`config.mk`:
```
export PLATFORM = sky130hd
export DESIGN_NAME = seq_unit_flat
export DESIGN_NICKNAME = d
export VERILOG_FILES = /design/src/rtl/seq_unit_if.sv /design/src/rtl/seq_unit.sv /design/src/flat_wrapper.sv
export SDC_FILE = /design/constraint.sdc
export NUM_CORES = 1
export LEC_CHECK = 0
export ABC_AREA = 1
export CAP_MARGIN = 5
export CORE_UTILIZATION = 41
export CTS_CLUSTER_SIZE = 25
export DETAILED_ROUTE_END_ITERATION = 8
export PLACE_DENSITY_LB_ADDON = 0.25
export SLEW_MARGIN = 20
export SYNTH_ARGS = -nofsm -noshare
export SYNTH_HDL_FRONTEND = slang
export SYNTH_SLANG_ARGS = --single-unit
```
`constraint.sdc`:
```
create_clock -name clock -period 1.4 [get_ports clock]
set_input_delay 0.21 -clock clock [delete_from_list [all_inputs] [get_ports clock]]
set_output_delay 0.21 -clock clock [all_outputs]
set_load 0.05 [all_outputs]
```
`src/rtl/seq_unit_if.sv`:
```
// ---------------------------------------------------------------------------
// seq_unit_if : instruction/register bus of the microprogram sequencer.
//
// Purpose : bundles the instruction fetch, input-register and output-register
//           signals of seq_unit so that the controller side (master) and the
//           sequencer (slave) connect through a single port.
//
// Signals
//   inst      12  instruction: [11:8] opcode, [7:0] immediate/operand field
//   inst_en    1  instruction valid; 0 makes the cycle a no-op
//   ireg_0..3  8  input registers, selected by inst[5:4]
//   next       8  program counter (address of the next instruction)
//   oreg      12  output data word
//   oreg_wen   8  one-hot output register write enable (single-cycle pulse)
//   error      1  only when SEQ_ERROR_OUT_EN is defined: 1 while in ERROR
//
// Modports
//   master : drives inst/inst_en/ireg_*, observes the sequencer outputs
//   slave  : the sequencer itself
// ---------------------------------------------------------------------------
interface seq_unit_if;
    logic [11:0] inst;
    logic        inst_en;
    logic [7:0]  ireg_0;
    logic [7:0]  ireg_1;
    logic [7:0]  ireg_2;
    logic [7:0]  ireg_3;
    logic [7:0]  next;
    logic [11:0] oreg;
    logic [7:0]  oreg_wen;
`ifdef SEQ_ERROR_OUT_EN
    logic        error;
`endif

`ifdef SEQ_ERROR_OUT_EN
    modport master (
        output inst, inst_en, ireg_0, ireg_1, ireg_2, ireg_3,
        input  next, oreg, oreg_wen, error
    );
    modport slave (
        input  inst, inst_en, ireg_0, ireg_1, ireg_2, ireg_3,
        output next, oreg, oreg_wen, error
    );
`else
    modport master (
        output inst, inst_en, ireg_0, ireg_1, ireg_2, ireg_3,
        input  next, oreg, oreg_wen
    );
    modport slave (
        input  inst, inst_en, ireg_0, ireg_1, ireg_2, ireg_3,
        output next, oreg, oreg_wen
    );
`endif
endinterface

```
`src/rtl/seq_unit.sv`:
```
// ---------------------------------------------------------------------------
// seq_unit : microprogram sequencer.
//
// Purpose : executes one 12-bit instruction per clock from an external
//           instruction store addressed by the registered program counter
//           `next`. Holds an 8-bit accumulator, reads four 8-bit input
//           registers and writes 12-bit words to eight output registers via
//           one-hot write enables.
//
// Ports
//   clock  in   rising-edge clock
//   reset  in   synchronous, active-high reset
//   bus    slave modport of seq_unit_if (inst, inst_en, ireg_0..3 in;
//               next, oreg, oreg_wen [, error] out)
//
// Configuration
//   SEQ_ERROR_OUT_EN : when defined, bus.error is driven (registered, 1 exactly
//                      while in ERROR). When undefined the ERROR state is only
//                      visible through the frozen program counter.
//
// All outputs come straight from registers. An invalid opcode (B..F) sampled
// with inst_en=1 locks the sequencer in ERROR until reset.
// ---------------------------------------------------------------------------
module seq_unit (
    input  logic       clock,
    input  logic       reset,
    seq_unit_if.slave  bus
);

    localparam logic [0:0] ST_READY = 1'b0;
    localparam logic [0:0] ST_ERROR = 1'b1;

    localparam logic [3:0] OP_NOP = 4'h0;
    localparam logic [3:0] OP_LDI = 4'h1;
    localparam logic [3:0] OP_LDR = 4'h2;
    localparam logic [3:0] OP_CMD = 4'h3;
    localparam logic [3:0] OP_DMP = 4'h4;
    localparam logic [3:0] OP_EQI = 4'h5;
    localparam logic [3:0] OP_EQR = 4'h6;
    localparam logic [3:0] OP_JXI = 4'h7;
    localparam logic [3:0] OP_JXR = 4'h8;
    localparam logic [3:0] OP_JZI = 4'h9;
    localparam logic [3:0] OP_JZR = 4'hA;

    // One-hot decode of the 3-bit output register index.
    function automatic logic [7:0] onehot8(input logic [2:0] k);
        onehot8 = 8'h01 << k;
    endfunction

    logic [0:0]  r_state;
    logic [7:0]  r_next;
    logic [7:0]  r_acc;
    logic [11:0] r_oreg;
    logic [7:0]  r_wen;

    logic [3:0]  w_op;
    logic [7:0]  w_imm;
    logic [7:0]  w_reg;
    logic [7:0]  w_pc_inc;
    logic        w_acc_zero;
    logic [0:0]  w_state_nxt;
    logic [7:0]  w_next_nxt;
    logic [7:0]  w_acc_nxt;
    logic [11:0] w_oreg_nxt;
    logic [7:0]  w_wen_nxt;

    assign w_op       = bus.inst[11:8];
    assign w_imm      = bus.inst[7:0];
    assign w_pc_inc   = r_next + 8'd1;
    assign w_acc_zero = (r_acc == 8'h00);

    // Input register selection by inst[5:4].
    always_comb begin
        w_reg = 8'h00;
        case (bus.inst[5:4])
            2'd0:    w_reg = bus.ireg_0;
            2'd1:    w_reg = bus.ireg_1;
            2'd2:    w_reg = bus.ireg_2;
            2'd3:    w_reg = bus.ireg_3;
            default: w_reg = 8'h00;
        endcase
    end

    // Instruction decode and next-state computation.
    always_comb begin
        w_state_nxt = r_state;
        w_next_nxt  = r_next;
        w_acc_nxt   = r_acc;
        w_oreg_nxt  = r_oreg;
        w_wen_nxt   = 8'h00;
        if ((r_state == ST_READY) && bus.inst_en) begin
            w_next_nxt = w_pc_inc;
            case (w_op)
                OP_NOP: begin
                    w_next_nxt = w_pc_inc;
                end
                OP_LDI: begin
                    w_acc_nxt = w_imm;
                end
                OP_LDR: begin
                    w_acc_nxt = w_reg;
                end
                OP_CMD: begin
                    w_oreg_nxt = {w_imm[7:4], r_acc};
                    w_wen_nxt  = onehot8(bus.inst[2:0]);
                end
                OP_DMP: begin
                    w_oreg_nxt = {4'h0, r_acc};
                    w_wen_nxt  = onehot8(bus.inst[2:0]);
                end
                OP_EQI: begin
                    w_acc_nxt = (r_acc == w_imm) ? 8'h01 : 8'h00;
                end
                OP_EQR: begin
                    w_acc_nxt = (r_acc == w_reg) ? 8'h01 : 8'h00;
                end
                OP_JXI: begin
                    w_next_nxt = w_imm;
                end
                OP_JXR: begin
                    w_next_nxt = w_reg;
                end
                OP_JZI: begin
                    w_next_nxt = w_acc_zero ? w_imm : w_pc_inc;
                end
                OP_JZR: begin
                    w_next_nxt = w_acc_zero ? w_reg : w_pc_inc;
                end
                default: begin
                    // Invalid opcode: freeze everything and lock up.
                    w_state_nxt = ST_ERROR;
                    w_next_nxt  = r_next;
                end
            endcase
        end else begin
            // Idle cycle or ERROR: hold state, no write pulse.
            w_wen_nxt = 8'h00;
        end
    end

    // State and output registers; reset overrides any instruction.
    always_ff @(posedge clock) begin
        if (reset) begin
            r_state <= ST_READY;
            r_next  <= 8'h00;
            r_acc   <= 8'h00;
            r_oreg  <= 12'h000;
            r_wen   <= 8'h00;
        end else begin
            r_state <= w_state_nxt;
            r_next  <= w_next_nxt;
            r_acc   <= w_acc_nxt;
            r_oreg  <= w_oreg_nxt;
            r_wen   <= w_wen_nxt;
        end
    end

    assign bus.next     = r_next;
    assign bus.oreg     = r_oreg;
    assign bus.oreg_wen = r_wen;

`ifdef SEQ_ERROR_OUT_EN
    logic r_error;

    // Registered error flag tracking entry into ERROR.
    always_ff @(posedge clock) begin
        if (reset) begin
            r_error <= 1'b0;
        end else begin
            r_error <= (w_state_nxt == ST_ERROR);
        end
    end

    assign bus.error = r_error;
`endif

endmodule

```
`src/flat_wrapper.sv`:
```
// flat-port wrapper written by rule: the top's interface ports become plain ports
module seq_unit_flat 
  (clock, reset, bus_inst, bus_inst_en, bus_ireg_0, bus_ireg_1, bus_ireg_2, bus_ireg_3, bus_next, bus_oreg, bus_oreg_wen);
  seq_unit_if bus_i ();
  input  logic clock;
  input  logic reset;
  input wire logic [$bits(bus_i.inst)-1:0] bus_inst;
  input wire logic [$bits(bus_i.inst_en)-1:0] bus_inst_en;
  input wire logic [$bits(bus_i.ireg_0)-1:0] bus_ireg_0;
  input wire logic [$bits(bus_i.ireg_1)-1:0] bus_ireg_1;
  input wire logic [$bits(bus_i.ireg_2)-1:0] bus_ireg_2;
  input wire logic [$bits(bus_i.ireg_3)-1:0] bus_ireg_3;
  output wire logic [$bits(bus_i.next)-1:0] bus_next;
  output wire logic [$bits(bus_i.oreg)-1:0] bus_oreg;
  output wire logic [$bits(bus_i.oreg_wen)-1:0] bus_oreg_wen;
  assign bus_i.inst = bus_inst;
  assign bus_i.inst_en = bus_inst_en;
  assign bus_i.ireg_0 = bus_ireg_0;
  assign bus_i.ireg_1 = bus_ireg_1;
  assign bus_i.ireg_2 = bus_ireg_2;
  assign bus_i.ireg_3 = bus_ireg_3;
  assign bus_next = bus_i.next;
  assign bus_oreg = bus_i.oreg;
  assign bus_oreg_wen = bus_i.oreg_wen;
  seq_unit u_core (.clock(clock), .reset(reset), .bus(bus_i));
endmodule
```
* Word level (Yosys, flattened, before mapping)
Index checks and enable logic that the tools add are counted.
** Storage, ports and cells
- Register bits :: 37
- Logic and storage cells :: 49
** Cells by class
- Add/sub/neg operators :: 1
- Equality and inequality tests :: 15
- Shift-type cells :: 1
- Mux-type cells :: 8
- Bitwise logic cells :: 4
- Reduce and logical (&&, ||, !) cells :: 15
** Operator list (number)
- $pmux W8 S4 :: 2
- $pmux W8 S5 :: 1
- $pmux W12 S2 :: 1
- $eq A4 B3 Y1 const B :: 4
- $eq A8 B8 Y1 :: 2
- $mux W8 :: 2
- $eq A4 B4 Y1 const B :: 3
- $reduce_or A11 Y1 :: 1
- $add A8 B1 Y8 const B :: 1
- $eq A4 B2 Y1 const B :: 2
- $logic_not A8 Y1 :: 1
- $reduce_and A2 Y1 :: 4
- $shl A1 B3 Y8 const A :: 1
- $reduce_or A7 Y1 :: 1
- $reduce_bool A5 Y1 :: 1
- $eq A2 B2 Y1 const B :: 2
- $eq A4 B1 Y1 const B :: 1
- $logic_not A4 Y1 :: 1
- $not A1 Y1 :: 4
- $reduce_bool A4 Y1 :: 1
- $reduce_or A3 Y1 :: 1
- $eq A2 B1 Y1 const B :: 1
- $logic_not A2 Y1 :: 1
- $mux W1 :: 2
- other kinds (3) :: 3

* Logic depth before layout (Yosys ltp)
Gate-level depths: netlist (run 1).
- Depth after elaboration :: 5
- Gate-level depth with buffers :: 14
- Mapped depth without buffers :: 14

* Least setup slack after synthesis (run 1)
No wires, ideal clock.
- Kind :: register -> register
- From :: register u_core.r_next[0], in the netlist u_core.bus.next[0]
- To :: register u_core.r_next[6], in the netlist u_core.bus.next[6]
- Data arrival time :: 1.563 ns
- Setup slack :: -0.243 ns
- Cell stages (with the launch flop) :: 8
- Buffers on the path :: 0
- Period minus slack after synthesis :: 1.643 ns
- Cells stage by stage :: dfxtp_1 > ha_1 > nand2_1 > nor2_1 > nand2_1 > xnor2_1 > nand2_1 > a41oi_1
** On the way
- Longest elaborated chain between the ends :: 3
- Elaborated cells on any way between the ends :: 4
- Those cells by class :: add/sub: 1; mux: 3
** Ends and longest elaborated chain
- start, declared :: line seq_unit.sv:51 : logic [7:0] r_next;
- start signal, assigned :: line seq_unit.sv:151 : r_next <= w_next_nxt;
- $add A8 B1 Y8 * :: line seq_unit.sv:69 : assign w_pc_inc = r_next + 8'd1;
- $mux W8, on equally long branches :: line seq_unit.sv:127, seq_unit.sv:124
- $pmux W8 S5 * :: line seq_unit.sv:93 : case (w_op)
Mark *: on every way between the ends. The rest lies on a longest branch, timed or not.
A chain may end at the register's enable or synchronous reset.

* Worst setup path after layout (run 1)
- From :: input port bus_inst[11]
- To :: register u_core.r_acc[0]
** On the way
- Longest elaborated chain between the ends :: 3
- Elaborated cells on any way between the ends :: 7
- Those cells by class :: eq/ne: 4; mux: 1; reduce/logical: 2
** Ends and longest elaborated chain
- start, declared :: line flat_wrapper.sv:7 : input wire logic [$bits(bus_i.inst)-1:0] bus_inst;
- $eq A4 B1 Y1, or another cell as far along :: line seq_unit.sv:93
- $reduce_bool A4 Y1 (no source line)
- $reduce_and A2 Y1 (no source line)
- end signal, assigned :: line seq_unit.sv:152 : r_acc <= w_acc_nxt;
- end, declared :: line seq_unit.sv:52 : logic [7:0] r_acc;
Several ways; a longest one is shown, not always the timed one.

==> flow_summary.yaml, run 1 <==
outcome:
  status: "finished with violations"
  violations: "negative setup slack"
clock_network:
  clockRootBuffer: "clkbuf_8"
  cts_tree: "yes"
  hold_buffers: 0
  cts_buffers: 5
  clk-insertion-delay-late_ns: 0.30
  cts.clk_slew.worst_paths_ns: 0.08
  ctsHtreeMaxLevel: 2
  clock_path_buffers: 2
  cts_sinks: 37
worst_hold_path:
  hp-class: "in -> reg"
  hold_end: "u_core.r_acc[5]"
  hold_start: "bus_inst[5]"
  whs_path_depth: 4
synth:
  syn_area_um2: 2170
  synthDistinctLibCells: 32
  yosys_warnings: 0
  syn_area_per_cell_um2: 6.54
  yosysTopAreaCell: "dfxtp_1"
  synth-seq-cells: 37
  netlist_top_cells_area: "dfxtp_1, nand2_1, nand3_1"
  netlist.area_leader.share_pct: 34.1
  yosysSeqAreaShare_pct: 34.1
  synth_fp_nets: 380
  synth_cells: 332
sta:
  tightest_slew_ns: 0.505
  timing.final.hold_violations: 0
  fmax_mhz: 606
  layout_setup_ws_ns: -0.250
  min_period_over_period_pct: 118
  slew_violations: 0
  setup_viol: 9
  rsz0062_at_grt: "yes"
  slew_headroom_pct: 66.0
  fin_crit_ns: 1.65
  skew_ns: 0.00963
  setup_tns_ns: -0.518
placed_design:
  dpl.cell_count: 521
  gp_congestion: 0.896
  pre_cts_ws_ns: -0.693
  dpl_cell_area_um2: 3660
  portBuffers: 74
  hpwl_mm: 5.51
final_layout:
  fillCellCount: 335
  final_cell_mix: "buf_4, nand2_1, clkdlybuf4s50_1, nand3_1"
  layout_commonest_cell: "buf_4"
  final_area_um2: 4120
  antenna_cells: 0
  areaGrowthSynthToFinish_pct: 89.6
  nNetsFinal: 526
  drive_gt1_share_pct: 38.0
  stdcell_count: 549
global_routing:
  grt.overflow.total: 0
  grt_usage_pct: 27.3
  antenna_found_initial: 0
  grt_pass1_vias: 2493
  grt_max_degree: 28
  grt_pass1_wl_mm: 11.4
worst_setup_path:
  startpoint_type: "input pin"
  r2r_cells: 9
  critPathRequiredTime_ns: 1.64
  r2r_setup_slack_ns: -0.09
  worstReg2RegStart: "u_core.r_acc[3]"
  cp_max_fo: 8
  crit_type: "in -> reg"
  crit_arrival_ns: 1.89
  cp-end-kind: "flop"
  rr_endpoint: "u_core.bus.next[4]"
power:
  finalPower_mw: 2.95
  vdd_drop_max_v: 0.000370
  p_per_area_nw_per_um2: 717
  p_leak_nw: 1.74
floorplanning:
  fp-row-count: 26
  initial_core_util_pct: 42.5
  core_area_um2: 5110
  die_h_um: 74.8
  pin_count: 75
  dieArea_um2: 5590
  die_w_um: 74.8
drt:
  vias: 3050
  drc: 0
  viasPerCell: 5.56
  wl_per_cell_um: 15.6
  first_pass_iters: 6
  ant_nets: 0
  drt_iter0_drc: 368
  wirelength_mm: 8.54
flow_run:
  drv_cap: 0
## registers in the layout, summed over array words and instances, names as in the netlist
signal and count:
u_core.bus.next 8, u_core.bus.oreg 12, u_core.bus.oreg_wen 8, u_core.r_acc 8, u_core.r_state 1
## layout make-up
cell class,instances,area (µm²),area share [%]
multi-input combinational,251,1430,34.8
clock buffer,5,68.8,1.67
timing repair buffer,146,1600,38.9
clock inverter,3,16.3,0.395
inverter,37,149,3.62
sequential,37,761,18.5
tap,70,87.6,2.13
## worst max path at each step
stage,from,end,slack [ns],depth (start not counted)
6_report,bus_inst[11],u_core.r_acc[0],-0.25,14
5_1_grt,bus_inst[11],u_core.r_acc[0],-0.35,14
4_1_cts,u_core.r_acc[2],u_core.bus.next[4],-0.004,8
3_5_place_dp,bus_inst[4],u_core.r_acc[0],-0.69,12
3_3_place_gp,bus_inst[5],u_core.r_acc[0],-0.66,12
2_1_floorplan,u_core.bus.next[3],u_core.bus.next[7],0.02,6
## report_power, final
group          switching [mW]  total, mW  internal [mW]  leakage (nW)
combinational           0.526       1.04          0.510          1.38
sequential             0.0515       1.15           1.10         0.306
clock                   0.418      0.764          0.345        0.0482
## timing repair
item,in CTS,in global routing
buffers inserted,5,16
pin swaps,4,32
setup endpoints to repair,36,31
gates resized for setup,31,70
endpoints found under the hold margin,0,0
## synth_stat cells (all sizes together)
cell and instances:
nand2 74, nand3 39, dfxtp 37, inv 37, o21ai 35, nor2 27
a21oi 16, a31oi 12, nor3 11, o22ai 8, or2 8, buf 4
clkbuf 3, nand4 3, o31ai 3, nand3b 2, o211ai 2, o21bai 2
xnor2 2, a41oi 1, ha 1, nand2b 1, nor3b 1, nor4 1
o221ai 1, xor2 1
## through the flow
step / util (%) / hold slack (ns)
3_5_place_dp: 71.7 / 0.474
3_3_place_gp: 71.7 / 0.469
6_report: 80.6 / 0.360
4_1_cts: 75.1 / 0.438
2_1_floorplan: - / 0.279
5_1_grt: 80.6 / 0.388
## worst max-delay path, cell delays in order
cell and delay [ns]:
buf_8 0.11, nor2_4 0.14, inv_4 0.06, nor2_4 0.27
clkinv_4 0.22, nand2_4 0.12, nand2_2 0.06, nand2_2 0.08
nand2_2 0.05, nor2_1 0.13, nand3_1 0.14, nor2_1 0.14
nor2_1 0.07, nor2_1 0.10
## cells by family (layout without fill, tap and decap cells)
| family | count (synthesis) | in the layout | synth area share [%] |
|---|---|---|---|
| compound gates | 80 | 80 | 21.0 |
| flops | 37 | 37 | 34.1 |
| fa+ha+maj | 1 | 1 | 0.576 |
| buf+inv | 44 | 191 | 7.95 |
| simple gates | 167 | 167 | 35.1 |
| xor+xnor | 3 | 3 | 1.21 |
## routing by layer
layer | vias up | share of wire, % | track usage [%]
met4 | 0 | 3.2 | 9.64
met5 | - | 0 | 0
met2 | 190 | 48 | 45.6
li1 | 1430 | - | -
met1 | 1400 | 39 | 34.8
met3 | 30 | 9.9 | 5.62
No activity file was read; power rests on OpenSTA's default activity.
==> inputs of run 2 (changes only) <==
- GPL_ROUTABILITY_DRIVEN: not set -> 0
- HOLD_SLACK_MARGIN: not set -> 0.05
==> run 2 against run 1 <==
Compared with the run above: the flow still finishes with violations (negative setup slack); critical path depth shrank 7; clock skew shrank 0.0031 ns; wire length up 3.6%; count of clock-buffer cells in the layout is the same; sequential power is essentially flat; critical path type is now reg -> reg; via count rose by 4.2%; die area unchanged.
==> flow_summary.yaml, run 2 (synthesis gave the netlist of run 1 again) <==
sta:
  setup_viol: 10
  tightest_slew_ns: 0.595
  fin_crit_ns: 1.50
  rsz0062_at_grt: "yes"
  slew_headroom_pct: 59.9
  skew_ns: 0.00650
  slew_violations: 0
  layout_setup_ws_ns: -0.0998
  whs_ns: 0.255
  fmax_mhz: 667
  timing.final.hold_violations: 0
  min_period_over_period_pct: 107
power:
  vdd_drop_max_v: 0.000382
  p_per_area_nw_per_um2: 703
  finalPower_mw: 2.94
  p_leak_nw: 1.78
drt:
  vias: 3178
  ant_nets: 0
  drt_iter0_drc: 463
  first_pass_iters: 6
  viasPerCell: 5.81
  wirelength_mm: 8.85
  drc: 0
  wl_per_cell_um: 16.2
floorplanning:
  initial_core_util_pct: 42.5
  core_area_um2: 5110
  dieArea_um2: 5590
  fp-row-count: 26
  pin_count: 75
  die_w_um: 74.8
  die_h_um: 74.8
worst_setup_path:
  worstPathCellList: "inv_1 -> nand4_1 -> nor2_4 -> a21oi_4 -> o22ai_1 -> inv_1 -> a31oi_1"
  crit_arrival_ns: 1.71
  r2r_setup_slack_ns: -0.1
  critPathMaxStageDelay_ns: 0.32
  critPathRequiredTime_ns: 1.61
  startpoint_type: "flop"
  crit_type: "reg -> reg"
  cp-end-kind: "flop"
  cp_slowest_cell: "dfxtp_1"
  cp_common_cell: "inv_1"
  cp_max_fo: 8
clock_network:
  ctsHtreeMaxLevel: 2
  cts_sinks: 37
  cts_buffers: 5
  clock_path_buffers: 2
  clk-insertion-delay-late_ns: 0.29
  cts_tree: "yes"
  cts.clk_slew.worst_paths_ns: 0.08
  hold_buffers: 0
  clockRootBuffer: "clkbuf_8"
placed_design:
  portBuffers: 74
  hpwl_mm: 5.42
  pre_cts_ws_ns: -0.635
  dpl_cell_area_um2: 3660
  dpl.cell_count: 520
global_routing:
  grt.overflow.total: 0
  grt_pass1_wl_mm: 11.8
  grt_usage_pct: 27.8
  antenna_found_initial: 0
  grt_pass1_vias: 2622
  grt_max_degree: 28
worst_hold_path:
  hp-class: "in -> reg"
final_layout:
  nNetsFinal: 524
  multiInputGateArea_um2: 1500
  drive_gt1_share_pct: 39.0
  fillCellCount: 289
  areaGrowthSynthToFinish_pct: 92.6
  largest_reg_flops: 12
  antenna_cells: 0
  layout_commonest_cell: "nand2_1"
  final_area_um2: 4180
  stdcell_count: 547
  seqCellArea_um2: 758
  final_cell_mix: "nand2_1, buf_4, clkdlybuf4s50_1, buf_12, dfxtp_1"
outcome:
  violations: "negative setup slack"
  status: "finished with violations"
flow_run:
  drv_cap: 0
==> run 2: per-layer routing <==
layer,GRT usage (%),routed length [µm],vias to the layer above
met5,0,0,-
met4,13.6,421,0
met3,4.42,807,63
met2,47.5,4260,232
met1,34.0,3370,1459
li1,-,-,1424
==> run 2: where the power goes <==
group / internal [mW] / total, mW / switching [mW] / leakage [nW]
Clock: 0.344 / 0.745 / 0.401 / 0.0439
Sequential: 1.10 / 1.15 / 0.0529 / 0.305
Combinational: 0.503 / 1.04 / 0.541 / 1.43
==> run 2: timing repair <==
item / in CTS / in global routing
gates resized for setup: 35 / 87
endpoints found under the setup margin: 36 / 30
pin swaps: 9 / 42
buffers inserted: 6 / 15
==> run 2: path summary, 6_finish.rpt <==
kind | from | endpoint | cells after the start
max | u_core.r_acc[3] | u_core.bus.next[0] | 7
max reg2reg | u_core.r_acc[3] | u_core.bus.next[0] | 7
min reg2reg | u_core.r_state | u_core.r_state | 2
min | bus_inst_en | u_core.r_state | 3
==> run 2: layout make-up <==
cell class | count | share of cell area [%]
Timing Repair Buffer | 144 | 38.2
Multi-Input combinational cell | 251 | 36.0
Sequential cell | 37 | 18.1
Inverter | 37 | 3.56
Tap cell | 70 | 2.09
Clock buffer | 5 | 1.65
Clock inverter | 3 | 0.419
==> run 2: critical path: cells and delay by family, from the launching register on <==
family / cells / cell delay (ns)
buffers and inverters: 2 / 0.15
AO/OA/AOI/OAI: 3 / 0.50
AND/OR/NAND/NOR: 2 / 0.45
flip-flops: 1 / 0.32
==> run 2: per-stage QoR <==
stage	setup TNS (ns)	util, %
6_report	-0.457	81.9
5_1_grt	-1.27	81.9
4_1_cts	-0.0257	75.6
3_5_place_dp	-16.42	71.6
3_3_place_gp	-15.05	71.6
2_1_floorplan	0	-
